## src/rtl/eo_frame_counter.sv

```systemverilog
// Counts even and odd samples over a valid/ready input frame and reports
// the totals, a saturation flag and a 4-bit frame id on a valid/ready output.
module eo_frame_counter #(
  parameter int unsigned DATA_W = 8,
  parameter int unsigned CNT_W  = 8
) (
  input  logic              clk,
  input  logic              rst_n,
  input  logic              in_valid,
  output logic              in_ready,
  input  logic [DATA_W-1:0] in_num,
  input  logic              in_last,
  output logic              out_valid,
  input  logic              out_ready,
  output logic [CNT_W-1:0]  out_even_cnt,
  output logic [CNT_W-1:0]  out_odd_cnt,
  output logic              out_sat,
  output logic [3:0]        out_frame_id
);

  typedef enum logic {ACCUM, REPORT} state_t;

  localparam logic [CNT_W-1:0] CNT_MAX = '1;

  state_t           state_q, state_d;
  logic             rdy_q, rdy_d;
  logic [CNT_W-1:0] even_q, even_d, odd_q, odd_d;
  logic             sat_q, sat_d;
  logic             ov_q, ov_d;
  logic [CNT_W-1:0] oe_q, oe_d, oo_q, oo_d;
  logic             os_q, os_d;
  logic [3:0]       id_q, id_d;

  logic             accept;
  logic [CNT_W-1:0] even_n, odd_n;
  logic             sat_n;

  // Only the LSB decides parity; the rest of the sample is intentionally ignored.
  logic unused_bits;
  assign unused_bits = ^in_num[DATA_W-1:1];

  assign accept = in_valid && rdy_q && (state_q == ACCUM);

  // Counters including the current sample, saturating instead of wrapping
  always_comb begin
    even_n = even_q;
    odd_n  = odd_q;
    sat_n  = sat_q;
    if (accept) begin
      if (in_num[0]) begin
        if (odd_q == CNT_MAX) sat_n = 1'b1;
        else                  odd_n = odd_q + CNT_W'(1);
      end else begin
        if (even_q == CNT_MAX) sat_n = 1'b1;
        else                   even_n = even_q + CNT_W'(1);
      end
    end
  end

  // Next-state and register update logic
  always_comb begin
    state_d = state_q;
    even_d  = even_q;
    odd_d   = odd_q;
    sat_d   = sat_q;
    ov_d    = ov_q;
    oe_d    = oe_q;
    oo_d    = oo_q;
    os_d    = os_q;
    id_d    = id_q;
    unique case (state_q)
      ACCUM: begin
        if (accept) begin
          even_d = even_n;
          odd_d  = odd_n;
          sat_d  = sat_n;
          if (in_last) begin
            oe_d    = even_n;
            oo_d    = odd_n;
            os_d    = sat_n;
            ov_d    = 1'b1;
            state_d = REPORT;
          end
        end
      end
      REPORT: begin
        if (ov_q && out_ready) begin
          even_d  = '0;
          odd_d   = '0;
          sat_d   = 1'b0;
          ov_d    = 1'b0;
          id_d    = id_q + 4'(1);
          state_d = ACCUM;
        end
      end
      default: state_d = ACCUM;
    endcase
    rdy_d = (state_d == ACCUM);
  end

  always_ff @(posedge clk or negedge rst_n) begin
    if (!rst_n) begin
      state_q <= ACCUM;
      rdy_q   <= 1'b0;
      even_q  <= '0;
      odd_q   <= '0;
      sat_q   <= 1'b0;
      ov_q    <= 1'b0;
      oe_q    <= '0;
      oo_q    <= '0;
      os_q    <= 1'b0;
      id_q    <= '0;
    end else begin
      state_q <= state_d;
      rdy_q   <= rdy_d;
      even_q  <= even_d;
      odd_q   <= odd_d;
      sat_q   <= sat_d;
      ov_q    <= ov_d;
      oe_q    <= oe_d;
      oo_q    <= oo_d;
      os_q    <= os_d;
      id_q    <= id_d;
    end
  end

  assign in_ready     = rdy_q;
  assign out_valid    = ov_q;
  assign out_even_cnt = oe_q;
  assign out_odd_cnt  = oo_q;
  assign out_sat      = os_q;
  assign out_frame_id = id_q;

endmodule
```

## config.mk

```make
export PLATFORM = sky130hd
export DESIGN_NAME = eo_frame_counter
export DESIGN_NICKNAME = d
export VERILOG_FILES = /design/src/rtl/eo_frame_counter.sv
export SDC_FILE = /design/constraint.sdc
export NUM_CORES = 1
export LEC_CHECK = 0
export CAP_MARGIN = 40
export CORE_MARGIN = 5
export CORE_UTILIZATION = 50
export DETAILED_ROUTE_END_ITERATION = 12
export DONT_BUFFER_PORTS = 1
export PLACE_DENSITY = 0.7
export SLEW_MARGIN = 10
export SYNTH_ARGS = -nofsm -noshare
export SYNTH_HDL_FRONTEND = slang
export SYNTH_SLANG_ARGS = --single-unit
```

## constraint.sdc

```tcl
create_clock -name clk -period 1.69 [get_ports clk]
set_input_delay 0.507 -clock clk [delete_from_list [all_inputs] [get_ports clk]]
set_output_delay 0.507 -clock clk [all_outputs]
set_load 0.01 [all_outputs]
```

==> parameters.txt, run 1 <==
Parameter                              Value

Yosys
  Most frequently used flop master after synthesis    sky130_fd_sc_hd__dfrtp_1
  Top post-synthesis cells by area    sky130_fd_sc_hd__dfrtp_1 (49%), sky130_fd_sc_hd__nand2_1 (6.5%), sky130_fd_sc_hd__o21ai_0 (3.6%)
  Synthesized netlist cell count    roughly 220
  Post-synthesis register bit count    41
  Sequential fraction of the synthesis area    49.0%
  Cell accounting for the most synthesized area    sky130_fd_sc_hd__dfrtp_1
  Share of the synthesized area in the top cell type    49.0%
  Async S/R FF share, synth    100%
  YS warnings    0
  Netlist Area Pre-Place    2090 um^2
  Avg Synthesized Cell Area    ~10 um^2
  Synthesized net count    231
  Number of library cell types mapped by synthesis    47
  Number of enable flip-flop cells after synthesis    0

Route
  Total DRC errors in the routed layout    0
  Final Routed Wirelength    approximately 4.6 mm
  Number of vias per cell    about 5.9
  Number of optimization iterations in the first detailed-route pass    4
  Number of antenna-violating nets in the routed design    0
  Detail-routed net length per standard cell    around 16 um
  Total number of vias    ~1600
  Drt initial violations    slightly below 70

CTS
  Clock Sinks    around 40
  CTS H-tree depth    2
  TritonCTS clock tree    done
  Root buffer cell    sky130_fd_sc_hd__clkbuf_8
  Maximum clock path buffer count    2
  Number of CTS-inserted buffers    5
  Clock-pin transition on the worst setup and hold timing paths    around 0.080 ns
  Latest clock arrival within the worst-skew pair    approximately 0.30 ns

Critical path
  Highest net fanout along the worst path    10
  Startpoint of the worst-slack reg-to-reg timing path    state_q
  Worst Setup Path Type    reg2reg
  Register-to-Register Setup Slack    ~0.092 ns
  Critical Path Sink    out_odd_cnt[5]
  CP endpoint kind    register
  Startpoint of the most critical setup path    state_q
  R2r endpoint    out_odd_cnt[5]
  Critical path launch point type    register
  Depth of the most critical reg-to-reg path    4
  Data required time at the worst endpoint    slightly below 2 ns
  Arrival @ worst endpoint    1.84 ns

Finish
  Most frequent cells in the layout    sky130_fd_sc_hd__dfrtp_1 (40), sky130_fd_sc_hd__nand2_1 (36), sky130_fd_sc_hd__o21ai_0 (15)
  Area delta synth->final    11.3%
  Count of nets after finishing    around 240
  Number of diodes    0
  # fillers    between 300 and 400
  Layout cells sized above 1    15.9%
  Most common cell after layout, fill and taps aside    sky130_fd_sc_hd__dfrtp_1
  Final core utilization    just under 60%
  Final std cell area, no fill    roughly 2300 um^2

Timing
  Worst Max-Slew Pin Slew    0.368 ns
  Clk_skew    approximately 0.0044 ns
  Setup repair after global routing missed its margin    no
  Final Cycle Share    94.6%
  Worst-case headroom to the max-slew limit    approximately three quarters
  Number of setup violations in the final report    0
  Setup TNS after final layout    0 ns
  Number of hold violations in the final report    0
  Achievable clock frequency    ~0.63 GHz
  Post-route minimum period    between 1.5 and 2 ns
  Final worst setup slack    0.0919 ns
  Final number of max-transition violations    0

Placed design
  Dpl hpwl    roughly 3.2 mm
  Pre-CTS setup slack    just over 0.07 ns
  # port buffers    0
  Placed Area    ~2200 um^2
  RePlAce Congestion    around 0.83

GRT
  Total congestion overflow after global routing    0
  Number of antenna violations at the first check in global routing    0
  Global-route wire length before repair    between 7 and 8 mm
  Maximum number of pins on one net before global-route repair    between 40 and 50
  Number of global-route vias before repair    between 1500 and 2000
  Tot GR Track Use    between 10% and 20%

Pwr
  Peak supply drop    0.000799 V
  Leakage power figure    1.02 nW
  Power density of the placed cells    1280 nW/um^2

Outcome
  Status    completed

Floorplanning
  Die X-Extent    74.7 um
  Io pins    36
  Placeable Area    ~4000 um^2
  Count of standard-cell rows    23
  Die area    5580 um^2
  Die height    roughly 75 um
  Starting Density    about half

Run
  Number of violations of the max-capacitance limit    0

Min path
  Path category of the worst min-delay check    in2async
-- final cells by class --
cell class                      count  area, um^2  area share (%)
Multi-Input combinational cell    160        1010            43.5
Timing Repair Buffer               14         130            5.58
Clock inverter                      2        10.0           0.429
Inverter                            4        15.0           0.644
Sequential cell                    41        1030            44.1
Clock buffer                        6        72.6            3.11
Tap cell                           50        62.6            2.68
-- per-stage QoR --
| step | hold slack, ns | power, mW | std cells |
|---|---|---|---|
| 2_1_floorplan | 0.211 | 2.04 | 215 |
| 3_3_place_gp | 0.213 | 2.33 | 268 |
| 3_5_place_dp | 0.212 | 2.35 | 268 |
| 4_1_cts | 0.0510 | 3.01 | 277 |
| 5_1_grt | 0.0499 | 3.23 | 277 |
| 6_report | 0.0454 | 2.98 | 277 |
-- Yosys cell counts (5+ instances only) --
cell                       n
sky130_fd_sc_hd__a21oi_1  13
sky130_fd_sc_hd__mux2i_1   5
sky130_fd_sc_hd__a31oi_1   6
sky130_fd_sc_hd__nand2_1  36
sky130_fd_sc_hd__dfrtp_1  41
sky130_fd_sc_hd__o21ai_0  15
sky130_fd_sc_hd__nand4_1   5
sky130_fd_sc_hd__nor2_1   15
sky130_fd_sc_hd__nand3_1   6
sky130_fd_sc_hd__xnor2_1   6
-- kinds of logic after synthesis --
kind of cell,share of synthesized area [%]
AND/OR/NAND/NOR,21.9
AO/OA/AOI/OAI,17.9
flip-flops,49.0
buffers and inverters,3.29
XOR/XNOR,3.76
multiplexers,2.39
adder cells (fa/ha/maj),1.79
-- per-layer routing --
| layer | vias up | wire length, um | global-route usage [%] |
|---|---|---|---|
| met3 | 7 | 439 | 6.41 |
| met2 | 57 | 2050 | 26.9 |
| met4 | 0 | 65 | 6.52 |
| met1 | 771 | 2010 | 24.8 |
| met5 | - | 0 | 0 |
| li1 | 796 | - | - |
-- worst min-delay path by stage --
stage,to,slack [ns]
finish,odd_q[0],0.05
global placement,odd_q[0],0.21
floorplan,even_q[0],0.21
global route,odd_q[0],0.05
CTS,even_q[1],0.05
detailed placement,odd_q[0],0.21
-- timing repair --
action / in CTS / in global routing
endpoints found under the hold margin: 41 / 0
hold buffers: 1 / 0
buffers inserted: 0 / 0
gates resized for setup: 0 / 6
setup endpoints to repair: 0 / 6
-- sequential cells by signal, summed over array words and instances, names as in the netlist --
register      cells
in_ready          1
sat_q             1
out_frame_id      4
state_q           1
odd_q             8
out_valid         1
even_q            8
out_even_cnt      8
out_sat           1
out_odd_cnt       8
-- power by group --
group	internal (mW)	switching, mW
clock network	0.286	0.332
logic	0.386	0.474
registers	1.21	0.289
-- critical path, stage by stage (launching register included) --
cell,delay [ns]
sky130_fd_sc_hd__dfrtp_1,0.41
sky130_fd_sc_hd__and3b_1,0.38
sky130_fd_sc_hd__nand2_4,0.13
sky130_fd_sc_hd__or4_1,0.52
sky130_fd_sc_hd__nand3_1,0.09
No activity file was read; power rests on OpenSTA's default activity.
==> inputs of run 2 (changes only) <==
SETUP_SLACK_MARGIN = 0.3   (was unset)
==> parameters.txt, run 2 (synthesis results as in run 1) <==
Parameter                              Value

Critical path
  Register-to-Register Setup Slack    0.18 ns (+0.09 ns)
  Worst Setup Path Type    reg2reg
  Data required time at the worst endpoint    1.90 ns (-0.03 ns)
  Ordered cell list for the critical path    ha_4 -> nand2_4 -> buf_4 -> nor3_2 -> a21oi_1 -> a211oi_2
  Number of buffer and inverter stages on the critical path    1 (+1)
  Worst-path cell with the longest stage delay    sky130_fd_sc_hd__dfrtp_1
  Startpoint of the most critical setup path    odd_q[1]
  Arrival @ worst endpoint    1.72 ns (-0.12 ns)
  Highest net fanout along the worst path    5 (-5)
  Startpoint of the worst-slack reg-to-reg timing path    odd_q[1]
  Cell family with most CP delay    flip-flops
  CP endpoint kind    register
  Critical path launch point type    register
  Delay of the slowest cell on the worst path    0.42 ns (-0.10 ns)

Pwr
  Sw power    1.22 mW (+11%)
  P_int    2.01 mW (+6.9%)
  Final Total Pwr    3.23 mW (+8.6%)
  Leakage power figure    1.18 nW (+15%)
  Register share of total power    47.7% (-2.7 points)
  Switching share of total power    37.7% (+0.97 points)
  Clock group share of total power    19.4% (-1.3 points)
  Combinational share of power    32.9% (+4.0 points)
  Peak supply drop    0.000588 V (-26%)
  Power density of the placed cells    1190 nW/um^2 (-7.0%)

CTS
  TritonCTS clock tree    done
  Maximum clock path buffer count    2 (unchanged)
  Latest clock arrival within the worst-skew pair    0.29 ns (about the same)
  Root buffer cell    sky130_fd_sc_hd__clkbuf_8
  Clock Sinks    41 (unchanged)
  Clock-pin transition on the worst setup and hold timing paths    0.08 ns (about the same)
  CTS H-tree depth    2 (unchanged)
  Number of CTS-inserted buffers    5 (unchanged)

Floorplanning
  Die X-Extent    74.7 um (unchanged)
  Placeable Area    4030 um^2 (unchanged)
  Die area    5580 um^2 (unchanged)
  Count of standard-cell rows    23 (unchanged)
  Io pins    36 (unchanged)
  Starting Density    52.0% (unchanged)
  Die height    74.7 um (unchanged)

Route
  Total number of vias    1743 (+6.9%)
  Drt initial violations    182 (+170%)
  Number of antenna-violating nets in the routed design    0 (unchanged)
  Final Routed Wirelength    5.41 mm (+18%)
  Detail-routed net length per standard cell    18.0 um (+9.3%)
  Number of vias per cell    5.81 (-1.3%)
  Total DRC errors in the routed layout    0 (unchanged)
  Number of optimization iterations in the first detailed-route pass    4 (unchanged)

Run
  Number of violations of the max-capacitance limit    0 (unchanged)

Timing
  Setup repair after global routing missed its margin    yes
  Worst Max-Slew Pin Slew    0.336 ns (-0.0323 ns)
  Hold slack    -0.0985 ns (-0.144 ns)
  Number of setup violations in the final report    0 (unchanged)
  Post-route minimum period    1.51 ns (-0.0896 ns)
  Worst-case headroom to the max-slew limit    77.6% (+2.1 points)
  Final number of max-transition violations    0 (unchanged)
  Achievable clock frequency    0.663 GHz (+5.9%)
  Final Cycle Share    89.3% (-5.3 points)
  Clk_skew    0.00238 ns (-0.00205 ns)
  Number of hold violations in the final report    41 (+41)
  Setup TNS after final layout    0 ns (unchanged)

Placed design
  Dpl hpwl    3.20 mm (-1.1%)
  RePlAce Congestion    0.845 (+1.8%)
  Number of cells in the design after placement    263 (-1.9%)
  Placed Area    2200 um^2 (-0.62%)
  # port buffers    0 (unchanged)

GRT
  Number of antenna violations at the first check in global routing    0 (unchanged)
  Maximum number of pins on one net before global-route repair    42 (unchanged)
  Global-route wire length before repair    8.59 mm (+13%)
  Tot GR Track Use    20.1% (+1.9 points)
  Number of global-route vias before repair    1736 (+13%)
  Total congestion overflow after global routing    0 (unchanged)

Outcome
  Failing checks    negative hold slack
  Status    finished with violations

Finish
  Area used by multi-input combinational logic    1220 um^2 (+20%)
  Total area of sequential cells    1040 um^2 (+1.2%)
  Final Non-Filler Cells    300 (+8.3%)
  Count of nets after finishing    265 (+9.5%)
  Final std cell area, no fill    2720 um^2 (+17%)
  Most common cell after layout, fill and taps aside    sky130_fd_sc_hd__nand2_1
  Area delta synth->final    29.9%
  Most frequent cells in the layout    sky130_fd_sc_hd__nand2_1 (34), sky130_fd_sc_hd__buf_4 (31), sky130_fd_sc_hd__dfrtp_1 (30)
  Layout cells sized above 1    40.8% (+25 points)
  Number of diodes    0 (unchanged)
  Final core utilization    67.5% (+9.7 points)
  # fillers    296 (-21%)

Min path
  Path category of the worst min-delay check    in2async
-- run 2: changes by cell type in the layout (fill, tap and decap cells not counted), sizes merged --
cell	delta
buf	+23
-- run 2: what timing repair did --
action / 4_1_cts / 5_1_grt
pin swaps: 10 / 20
gates resized for setup: 21 / 41
setup buffers: 18 / 11
cloned: 0 / 0
endpoints found under the hold margin: 41 / 41
setup endpoints to repair: 27 / 33
-- run 2: metrics by stage --
step           hold WS (ns)  setup WS (ns)
2_1_floorplan         0.211          0.257
3_3_place_gp          0.213          0.175
3_5_place_dp          0.213          0.133
4_1_cts              -0.107          0.234
5_1_grt              -0.112          0.155
6_report            -0.0985          0.182
-- run 2: final timing paths --
| check | to | cells past startpoint |
|---|---|---|
| worst max-delay path | odd_q[6] | 6 |
| worst min-delay path | odd_q[0] | 0 |
| worst max register to register | odd_q[6] | 6 |
| worst min register to register | out_frame_id[3] | 1 |
| max in group asynchronous | odd_q[5] | 0 |
| min in group clk | state_q | 3 |
-- run 2: layout make-up --
class	instances	share of cell area [%]
clock buffers	6	2.67
clock inverters	2	0.368
inverters	4	0.552
multi-input cells	160	44.8
flip-flops and latches	41	38.2
well taps	50	2.30
repair buffers	37	11.0
-- run 2: power by group through the flow --
stage               Sequential (mW)  Clock (mW)  Combinational, mW
global placement               1.56           0              0.735
global route                   1.59       0.680               1.17
finish                         1.54       0.628               1.06
floorplan                      1.51           0              0.578
detailed placement             1.58           0              0.754
CTS                            1.53       0.642              0.931
-- run 2: routing by layer --
metal	wire length, um	global-route usage [%]	vias up	part of all wire, %
met2	2600	31.5	43	48
li1	-	-	844	-
met1	2410	27.0	851	45
met3	354	6.01	5	6.5
met4	48	6.13	0	0.89
met5	0	0	-	0
==> inputs of run 3 (changes only) <==
PLACE_DENSITY = 0.68   (was 0.7)
clock period = 1.3 ns   (was 1.69 ns; I/O delays follow)
==> parameters.txt, run 3 (synthesis results as in run 1) <==
Parameter                              Value

GRT
  Maximum number of pins on one net before global-route repair    42 (unchanged)
  Global-route wire length before repair    8.99 mm (+4.7%)
  Number of global-route vias before repair    1902 (+9.6%)
  Number of antenna violations at the first check in global routing    0 (unchanged)
  Total congestion overflow after global routing    0 (unchanged)
  Tot GR Track Use    21.0% (+0.91 points)

Pwr
  Switching share of total power    37.1% (-0.67 points)
  P_int    2.93 mW (+46%)
  Leakage power figure    1.32 nW (+11%)
  Power density of the placed cells    1560 nW/um^2 (+31%)
  Combinational share of power    39.5% (+6.6 points)
  Sw power    1.72 mW (+41%)
  Peak supply drop    0.000816 V (+39%)
  Register share of total power    42.9% (-4.8 points)
  Clock group share of total power    17.6% (-1.8 points)
  Final Total Pwr    4.65 mW (+44%)

Timing
  Clk_skew    0.0101 ns (+0.00767 ns)
  Worst-case headroom to the max-slew limit    80.0% (+2.5 points)
  Post-route minimum period    1.46 ns (-0.0490 ns)
  Final number of max-transition violations    0 (unchanged)
  Final Cycle Share    112% (+23 points)
  Final worst setup slack    -0.159 ns (-0.341 ns)
  Number of hold violations in the final report    41 (unchanged)
  Number of setup violations in the final report    31 (+31)
  Setup repair after global routing missed its margin    yes
  Setup TNS after final layout    -2.30 ns (-2.30 ns)
  Achievable clock frequency    0.685 GHz (+3.4%)
  Hold slack    -0.223 ns (-0.125 ns)
  Worst Max-Slew Pin Slew    0.298 ns (-0.0373 ns)

Placed design
  # port buffers    0 (unchanged)
  RePlAce Congestion    0.957 (+13%)
  Number of cells in the design after placement    300 (+14%)
  Placed Area    2510 um^2 (+14%)
  Dpl hpwl    3.71 mm (+16%)

Finish
  Final std cell area, no fill    2980 um^2 (+9.5%)
  Layout cells sized above 1    45.8% (+5.0 points)
  Most frequent cells in the layout    sky130_fd_sc_hd__buf_4 (47), sky130_fd_sc_hd__dfrtp_1 (36), sky130_fd_sc_hd__nand2_1 (30)
  Count of nets after finishing    290 (+9.4%)
  Number of diodes    0 (unchanged)
  Area delta synth->final    42.2%
  Most common cell after layout, fill and taps aside    sky130_fd_sc_hd__buf_4
  Final Non-Filler Cells    325 (+8.3%)
  Final core utilization    73.9% (+6.4 points)

Critical path
  Worst-path cell with the longest stage delay    sky130_fd_sc_hd__dfrtp_2
  Count of cell instances traversed by the critical path    6 (unchanged)
  Ordered cell list for the critical path    ha_4 -> nand4b_4 -> nor2_2 -> a311oi_2 -> buf_4 -> a21oi_1
  Number of buffer and inverter stages on the critical path    1 (unchanged)
  CP endpoint kind    register
  Depth of the most critical reg-to-reg path    6 (unchanged)
  Highest net fanout along the worst path    5 (unchanged)
  Delay of the slowest cell on the worst path    0.43 ns (about the same)
  Data required time at the worst endpoint    1.48 ns (-0.42 ns)
  Arrival @ worst endpoint    1.64 ns (-0.08 ns)
  Worst Setup Path Type    reg2reg
  Critical path launch point type    register
  Cell family with most CP delay    flip-flops

Route
  Final Routed Wirelength    5.82 mm (+7.7%)
  Total DRC errors in the routed layout    0 (unchanged)
  Number of optimization iterations in the first detailed-route pass    4 (unchanged)
  Total number of vias    1943 (+11%)
  Number of antenna-violating nets in the routed design    0 (unchanged)
  Detail-routed net length per standard cell    17.9 um (-0.57%)
  Number of vias per cell    5.98 (+2.9%)
  Drt initial violations    158 (-13%)

CTS
  Clock-pin transition on the worst setup and hold timing paths    0.09 ns (about the same)
  Root buffer cell    sky130_fd_sc_hd__clkbuf_8
  TritonCTS clock tree    done
  CTS H-tree depth    2 (unchanged)
  Number of CTS-inserted buffers    5 (unchanged)
  Maximum clock path buffer count    2 (unchanged)
  Clock Sinks    41 (unchanged)
  Latest clock arrival within the worst-skew pair    0.30 ns (about the same)

Floorplanning
  Die X-Extent    74.7 um (unchanged)
  Starting Density    52.0% (unchanged)
  Die height    74.7 um (unchanged)
  Count of standard-cell rows    23 (unchanged)
  Die area    5580 um^2 (unchanged)
  Placeable Area    4030 um^2 (unchanged)
  Io pins    36 (unchanged)

Outcome
  Status    finished with violations
  Failing checks    negative hold slack, negative setup slack

Min path
  Path category of the worst min-delay check    in2async

Run
  Number of violations of the max-capacitance limit    0 (unchanged)
run 3: final cells by class:
class	count	area [um^2]
Clock inverter	2	10.0
Tap cell	50	62.6
Multi-Input combinational cell	160	1240
Fill cell	261	1050
Clock buffer	6	72.6
Sequential cell	41	1030
Timing Repair Buffer	62	544
Inverter	4	15.0
run 3: through the flow:
step / hold slack (ns) / worst slack, ns
2_1_floorplan: 0.0944 / -0.0891
3_3_place_gp: 0.0956 / -0.112
3_5_place_dp: 0.0956 / -0.171
4_1_cts: -0.224 / -0.118
5_1_grt: -0.234 / -0.197
6_report: -0.223 / -0.159
run 3: timing repair:
action | 4_1_cts | 5_1_grt
endpoints found under the hold margin | 41 | 41
cloned | 0 | 1
gates resized for setup | 38 | 22
setup endpoints to repair | 64 | 64
pin swaps | 23 | 11
setup buffers | 10 | 6
run 3: layer usage:
layer  up-vias  wire length, um  track usage [%]
met5         -                0                0
met4         0              101             6.72
met3         9              374             5.07
met2        60             2960             36.2
met1       981             2380             26.0
li1        893                -                -
run 3: path summary, 6_finish.rpt:
path	startpoint	end	slack [ns]
worst max-delay path	even_q[0]	out_sat	-0.16
worst min-delay path	rst_n	out_frame_id[0]	-0.22
worst max register to register	even_q[0]	out_sat	-0.16
worst min register to register	even_q[3]	even_q[3]	0.55
max in group asynchronous	rst_n	even_q[0]	1.41
min in group clk	out_ready	state_q	0.33
run 3: power groups by stage:
stage / sequential, mW / clock (mW) / combinational [mW]
finish: 2.00 / 0.822 / 1.84
global placement: 1.97 / 0 / 1.29
detailed placement: 1.99 / 0 / 1.34
floorplan: 1.96 / 0 / 0.852
CTS: 2.00 / 0.830 / 1.61
global route: 2.04 / 0.894 / 2.00
